[src/rtl/somatorio_pkg.sv]
// Shared definitions for the operand generator and the summing state machine.
// Holds the default widths, the generator state encoding and the overflow helper.
// Pure declarations: no logic, no latency, no flow control.
package somatorio_pkg;

  localparam int DEF_WIDTH = 6;
  localparam int DEF_N_OPS = 4;

  typedef enum logic [2:0] {
    S_IDLE  = 3'd0,
    S_START = 3'd1,
    S_FEED  = 3'd2,
    S_WAIT  = 3'd3,
    S_DONE  = 3'd4
  } estado_t;

  // Two's complement add overflow: operands share a sign and the sum does not.
  function automatic logic ovf_soma(input logic [DEF_WIDTH-1:0] a,
                                    input logic [DEF_WIDTH-1:0] b);
    logic [DEF_WIDTH-1:0] s;
    s = a + b;
    return (a[DEF_WIDTH-1] == b[DEF_WIDTH-1]) && (s[DEF_WIDTH-1] != a[DEF_WIDTH-1]);
  endfunction

endpackage

[src/rtl/buffer_operandos.sv]
// N_OPS x WIDTH operand register file; write accepted only while the generator is idle.
// Read is combinational (zero latency); write lands at the clock edge.
// No backpressure: writes outside idle are silently dropped.
module buffer_operandos
  import somatorio_pkg::*;
#(
  parameter int WIDTH = DEF_WIDTH,
  parameter int N_OPS = DEF_N_OPS,
  parameter int IDX_W = (N_OPS > 1) ? $clog2(N_OPS) : 1
) (
  input  logic             clk,
  input  logic             reset,
  input  logic             ocioso,
  input  logic             wr_en,
  input  logic [IDX_W-1:0] wr_addr,
  input  logic [WIDTH-1:0] wr_data,
  input  logic [IDX_W-1:0] rd_addr,
  output logic [WIDTH-1:0] rd_data
);

  logic [WIDTH-1:0] mem [N_OPS];

  // Slot storage: cleared by reset, loaded only while the generator is idle.
  always_ff @(posedge clk or posedge reset) begin
    if (reset) begin
      for (int i = 0; i < N_OPS; i++) mem[i] <= '0;
    end else if (ocioso && wr_en) begin
      mem[wr_addr] <= wr_data;
    end
  end

  assign rd_data = mem[rd_addr];

endmodule

[src/rtl/gerador_operandos_somador.sv]
// Initiator of the 4-operand summing handshake: pulses inicio, feeds operands, collects soma.
// Latency: go sampled -> done in N_OPS+3 cycles minimum; WAIT bounded by TIMEOUT cycles.
// No backpressure on the host: wr_en and go are ignored while busy.
module gerador_operandos_somador
  import somatorio_pkg::*;
#(
  parameter int WIDTH   = DEF_WIDTH,
  parameter int N_OPS   = DEF_N_OPS,
  parameter int TIMEOUT = 8,
  parameter int IDX_W   = (N_OPS > 1) ? $clog2(N_OPS) : 1
) (
  input  logic             clk,
  input  logic             reset,
  input  logic             wr_en,
  input  logic [IDX_W-1:0] wr_addr,
  input  logic [WIDTH-1:0] wr_data,
  input  logic             go,
  output logic             busy,
  output logic             inicio,
  output logic [WIDTH-1:0] valor,
  input  logic             pronto,
  input  logic [WIDTH-1:0] soma_in,
  input  logic             overflow_in,
  output logic [WIDTH-1:0] resultado,
  output logic             ovf,
  output logic             done,
  output logic             erro,
  output logic             mismatch
);

  localparam int TMR_W = (TIMEOUT > 1) ? $clog2(TIMEOUT) : 1;
  localparam logic [IDX_W-1:0] IDX_LAST = IDX_W'(N_OPS - 1);
  localparam logic [TMR_W-1:0] TMR_LAST = TMR_W'(TIMEOUT - 1);

  estado_t          estado;
  logic [IDX_W-1:0] idx;
  logic [IDX_W-1:0] rd_addr;
  logic [WIDTH-1:0] rd_data;
  logic [TMR_W-1:0] timer;
  logic [WIDTH-1:0] soma_local;
  logic             ocioso;

  assign ocioso = (estado == S_IDLE);
  assign busy   = !ocioso;

  // valor is registered, so the buffer is read one slot ahead of the operand on the wire.
  assign rd_addr = (estado == S_FEED) ? idx + IDX_W'(1) : '0;

  buffer_operandos #(
    .WIDTH (WIDTH),
    .N_OPS (N_OPS),
    .IDX_W (IDX_W)
  ) u_buffer (
    .clk     (clk),
    .reset   (reset),
    .ocioso  (ocioso),
    .wr_en   (wr_en),
    .wr_addr (wr_addr),
    .wr_data (wr_data),
    .rd_addr (rd_addr),
    .rd_data (rd_data)
  );

  // Transaction FSM with registered handshake outputs, timer and local reference sum.
  always_ff @(posedge clk or posedge reset) begin
    if (reset) begin
      estado     <= S_IDLE;
      idx        <= '0;
      timer      <= '0;
      soma_local <= '0;
      inicio     <= 1'b0;
      valor      <= '0;
      done       <= 1'b0;
      resultado  <= '0;
      ovf        <= 1'b0;
      erro       <= 1'b0;
      mismatch   <= 1'b0;
    end else begin
      inicio <= 1'b0;
      done   <= 1'b0;
      case (estado)
        S_IDLE: begin
          valor <= '0;
          if (go) begin
            estado   <= S_START;
            inicio   <= 1'b1;
            erro     <= 1'b0;
            mismatch <= 1'b0;
          end
        end
        S_START: begin
          idx        <= '0;
          soma_local <= '0;
          valor      <= rd_data;
          estado     <= S_FEED;
        end
        S_FEED: begin
          // valor holds buf[idx] this cycle; the sum wraps modulo 2^WIDTH.
          soma_local <= soma_local + valor;
          if (idx == IDX_LAST) begin
            valor  <= '0;
            timer  <= '0;
            estado <= S_WAIT;
          end else begin
            idx   <= idx + IDX_W'(1);
            valor <= rd_data;
          end
        end
        S_WAIT: begin
          if (pronto) begin
            resultado <= soma_in;
            ovf       <= overflow_in;
            mismatch  <= (soma_in != soma_local);
            done      <= 1'b1;
            estado    <= S_DONE;
          end else if (timer == TMR_LAST) begin
            erro   <= 1'b1;
            done   <= 1'b1;
            estado <= S_DONE;
          end else begin
            timer <= timer + TMR_W'(1);
          end
        end
        S_DONE: begin
          estado <= S_IDLE;
        end
        default: begin
          estado <= S_IDLE;
        end
      endcase
    end
  end

endmodule

[config.mk]
export PLATFORM = sky130hd
export DESIGN_NAME = gerador_operandos_somador
export DESIGN_NICKNAME = d
export VERILOG_FILES = /design/src/rtl/somatorio_pkg.sv /design/src/rtl/buffer_operandos.sv /design/src/rtl/gerador_operandos_somador.sv
export SDC_FILE = /design/constraint.sdc
export NUM_CORES = 1
export LEC_CHECK = 0
export CORE_UTILIZATION = 35
export CTS_CLUSTER_DIAMETER = 100
export CTS_CLUSTER_SIZE = 24
export DETAILED_ROUTE_END_ITERATION = 10
export HOLD_SLACK_MARGIN = 0.03
export PLACE_DENSITY = 0.62
export SYNTH_ARGS = -nofsm -noshare
export SYNTH_HDL_FRONTEND = slang
export SYNTH_SLANG_ARGS = --single-unit
[constraint.sdc]
create_clock -name clk -period 2 [get_ports clk]
set_input_delay 0.4 -clock clk [delete_from_list [all_inputs] [get_ports clk]]
set_output_delay 0.4 -clock clk [all_outputs]
set_load 0.005 [all_outputs]
==> impl_metrics.toml <==
[clock_network]
cts-root-buf = "clkbuf_8"
cts_tree = "yes"
clock-sinks = 55
clkTransAtPathRegs_ns = 0.09
holdBufCountCts = 0
cts_buffer_depth = 2
htreeDepth = 2
tritoncts.num_buffers = 5
insertion_delay_ns = 0.30

[floorplanning]
die_area_um2 = 8030
core_area_um2 = 7330
num_rows = 31
start_util_pct = 36.6
chipWidth_um = 89.6
chipHeight_um = 89.6
num_io_pins = 38

[grt]
grt_pass1_wl_mm = 8.98
grtUsageTotal_pct = 15.0
antenna_found_initial = 0
grt_pass1_vias = 1876
grt-ovfl-total = 0
grt_max_degree = 56

[synthesis]
synth.distinct_cells = 44
synth-seq-cells = 55
syn_area_per_cell_um2 = 11.2
syn_area_um2 = 2690
ys_seq_area_share_pct = 51.2
yosys_warnings = 0
syn_inst = 240
syn-num-nets = 269
async_flop_share_pct = 100
synth_edf_count = 0
ys.flop_type = "dfrtp_1"

[timing]
fin_crit_sh_pct = 95.5
rsz0062_at_grt = "no"
max_freq_mhz = 524
hold_ws_ns = 0.455
fin_skew_ns = 0.00384
setup_viol = 0
fin_setup_tns_ns = 0
slew_headroom_pct = 72.4
min_period_ns = 1.91
tightest_slew_ns = 0.413
hold_viol = 0
finalMaxSlewViolations = 0

[min_path]
hold_class = "input pin to asynchronous set/reset pin"

[route]
vias_per_cell = 5.05
drtAntennaViolNets = 0
drt_iter0_markers = 91
firstDrtPassIters = 4
wire_per_inst_um = 14.1
routed_wl_mm = 5.47
vias = 1964
drc_errors = 0

[placed_design]
place.gp.congestion = 0.735
dpl.hpwl_mm = 4.10
io_buffers = 37
place_inst = 378

[critical_path]
reg2reg_depth = 6
worstPathArrival_ns = 1.51
critical_path_class = "register to output pin"
crit_chain = "nor3_4, inv_1, clkdlybuf4s50_1"
reg2reg_slack_ns = 0.21
cp_slowest_cell = "dfrtp_2"
crit_family = "flip-flops"
r2r_end = "soma_local[5]$_DFFE_PP0P_"
cp_num_buf_inv = 2
regToRegStartpoint = "valor[4]$_DFFE_PP0P_"
crit_path_end_kind = "output pin"
slowest_delay_ns = 0.50
worstPathMaxFanout = 11
worstSetupStartpointType = "register"
crit_required_ns = 1.60

[power_and_ir_drop]
switchingPower_mw = 1.75
peakVddDrop_uv = 543
combPwrFrac_pct = 45.3
seqPwrFrac_pct = 41.1
swShare_pct = 35.9
internal_power_mw = 3.12
finalPower_mw = 4.86
p_clk_share_pct = 13.6
cellLeakagePower_nw = 1.48
power.density_nw_per_um2 = 1450

[job]
max_cap_viol_count = 0

[finish]
fin_nets = 318
diodes = 0
final_cell_count_no_fill = 389
syn_to_final_growth_pct = 24.7
fillers = 673
post_route_cells_drive_above_1_share_pct = 20.3

[outcome]
status = "completed"
## flip-flops by register name, indices dropped and copies added (netlist names)
register and flops:
u_buffer.mem 24, resultado 6, soma_local 6, valor 6, estado 3, timer 3, idx 2, done 1
erro 1, inicio 1, mismatch 1, ovf 1
## Yosys cell counts (all sizes together), types with 2 or more instances
cell    instances  area, µm²
a21oi          15       75.1
a221oi          6       52.6
a31oi           3       18.8
buf             5       30.0
clkbuf          2       7.51
dfrtp          55       1380
ha              8        100
inv            10       37.5
mux2           31        349
mux2i           3       30.0
nand2          29        111
nand2b          2       12.5
nand3           3       15.0
nand4           2       12.5
nor2           15       61.3
nor2b           2       12.5
nor3            5       47.5
nor3b           2       20.0
o21ai          13       65.1
o21bai          2       18.8
o31ai           4       30.0
xnor2           5       43.8
xor2            5       43.8
## cell families after synthesis
logic type	count (synthesis)	synth area share (%)
AOI/OAI and AO/OA	48	11.3
xor gates and xnor gates	10	3.26
adders and majority gates	9	4.47
buffers and inverters	17	2.79
DFF	55	51.2
muxes	34	14.1
and+or+nand+nor	67	12.9
## routing by layer
metal | global-route usage (%) | vias up | wire length [µm]
met5 | 0 | - | 0
met4 | 4.76 | 0 | 51
met3 | 3.11 | 4 | 208
met2 | 26.1 | 46 | 2680
met1 | 18.6 | 962 | 2530
li1 | - | 952 | -
## stage by stage
stage / cell area, µm² / setup slack, ns / utilization, %
6_report: 3350 / 0.0903 / 45.7
5_1_grt: 3350 / 0.00756 / 45.7
4_1_cts: 3330 / 0.0391 / 45.5
3_5_place_dp: 3220 / 0.116 / 44.0
3_3_place_gp: 3220 / 0.156 / 44.0
2_1_floorplan: 2690 / 0.257 / -
## cell type report
| class | instances | area (µm²) | area share [%] |
|---|---|---|---|
| Multi-Input combinational cell | 168 | 1230 | 36.9 |
| Sequential cell | 55 | 1380 | 41.2 |
| Timing Repair Buffer | 49 | 473 | 14.1 |
| Clock buffer | 8 | 100 | 2.99 |
| Inverter | 10 | 37.5 | 1.12 |
| Tap cell | 99 | 124 | 3.70 |
## worst max path at each step
stage / from / to / slack [ns] / cells past startpoint
5_1_grt: estado[1]$_DFFE_PP0P_ / busy / 0.008 / 3
6_report: estado[1]$_DFFE_PP0P_ / busy / 0.09 / 3
3_3_place_gp: pronto / timer[1]$_DFFE_PP0P_ / 0.16 / 6
3_5_place_dp: pronto / timer[2]$_DFFE_PP0P_ / 0.12 / 6
2_1_floorplan: reset / done$_DFF_PP0_ / 0.26 / 1
4_1_cts: estado[2]$_DFFE_PP0P_ / busy / 0.04 / 3
## what timing repair did
action,CTS,global route
setup endpoints to repair,1,1
cloned,0,0
resized for setup,3,0
pin swaps,1,0
buffers inserted,1,2
## tightest hold or removal path, stage by stage
cell             delay, ns
clkdlybuf4s50_1       0.42
inv_2                 0.07
buf_12                0.26
## power by group through the flow
stage | sequential, mW | combinational, mW | clock, mW
4_1_cts | 2.01 | 2.22 | 0.683
6_report | 2.00 | 2.20 | 0.661
2_1_floorplan | 1.89 | 1.52 | 0
3_3_place_gp | 2.00 | 2.14 | 0
5_1_grt | 2.07 | 2.45 | 0.739
3_5_place_dp | 2.02 | 2.19 | 0
## placed cells by master, fill, tap and decap left out, types with 3 or more instances in the layout
cell	count
xor2_1	5
a21oi_1	15
ha_1	8
nand2_1	28
dfrtp_2	3
nor3_1	3
a221oi_1	6
clkdlybuf4s50_1	37
inv_1	9
buf_4	11
mux2_2	29
mux2i_1	3
o21ai_0	11
o31ai_1	4
clkbuf_8	7
nor2_1	13
a31oi_1	3
dfrtp_1	52
xnor2_1	5
nand3_1	3
(Power assumes the default switching activity.)
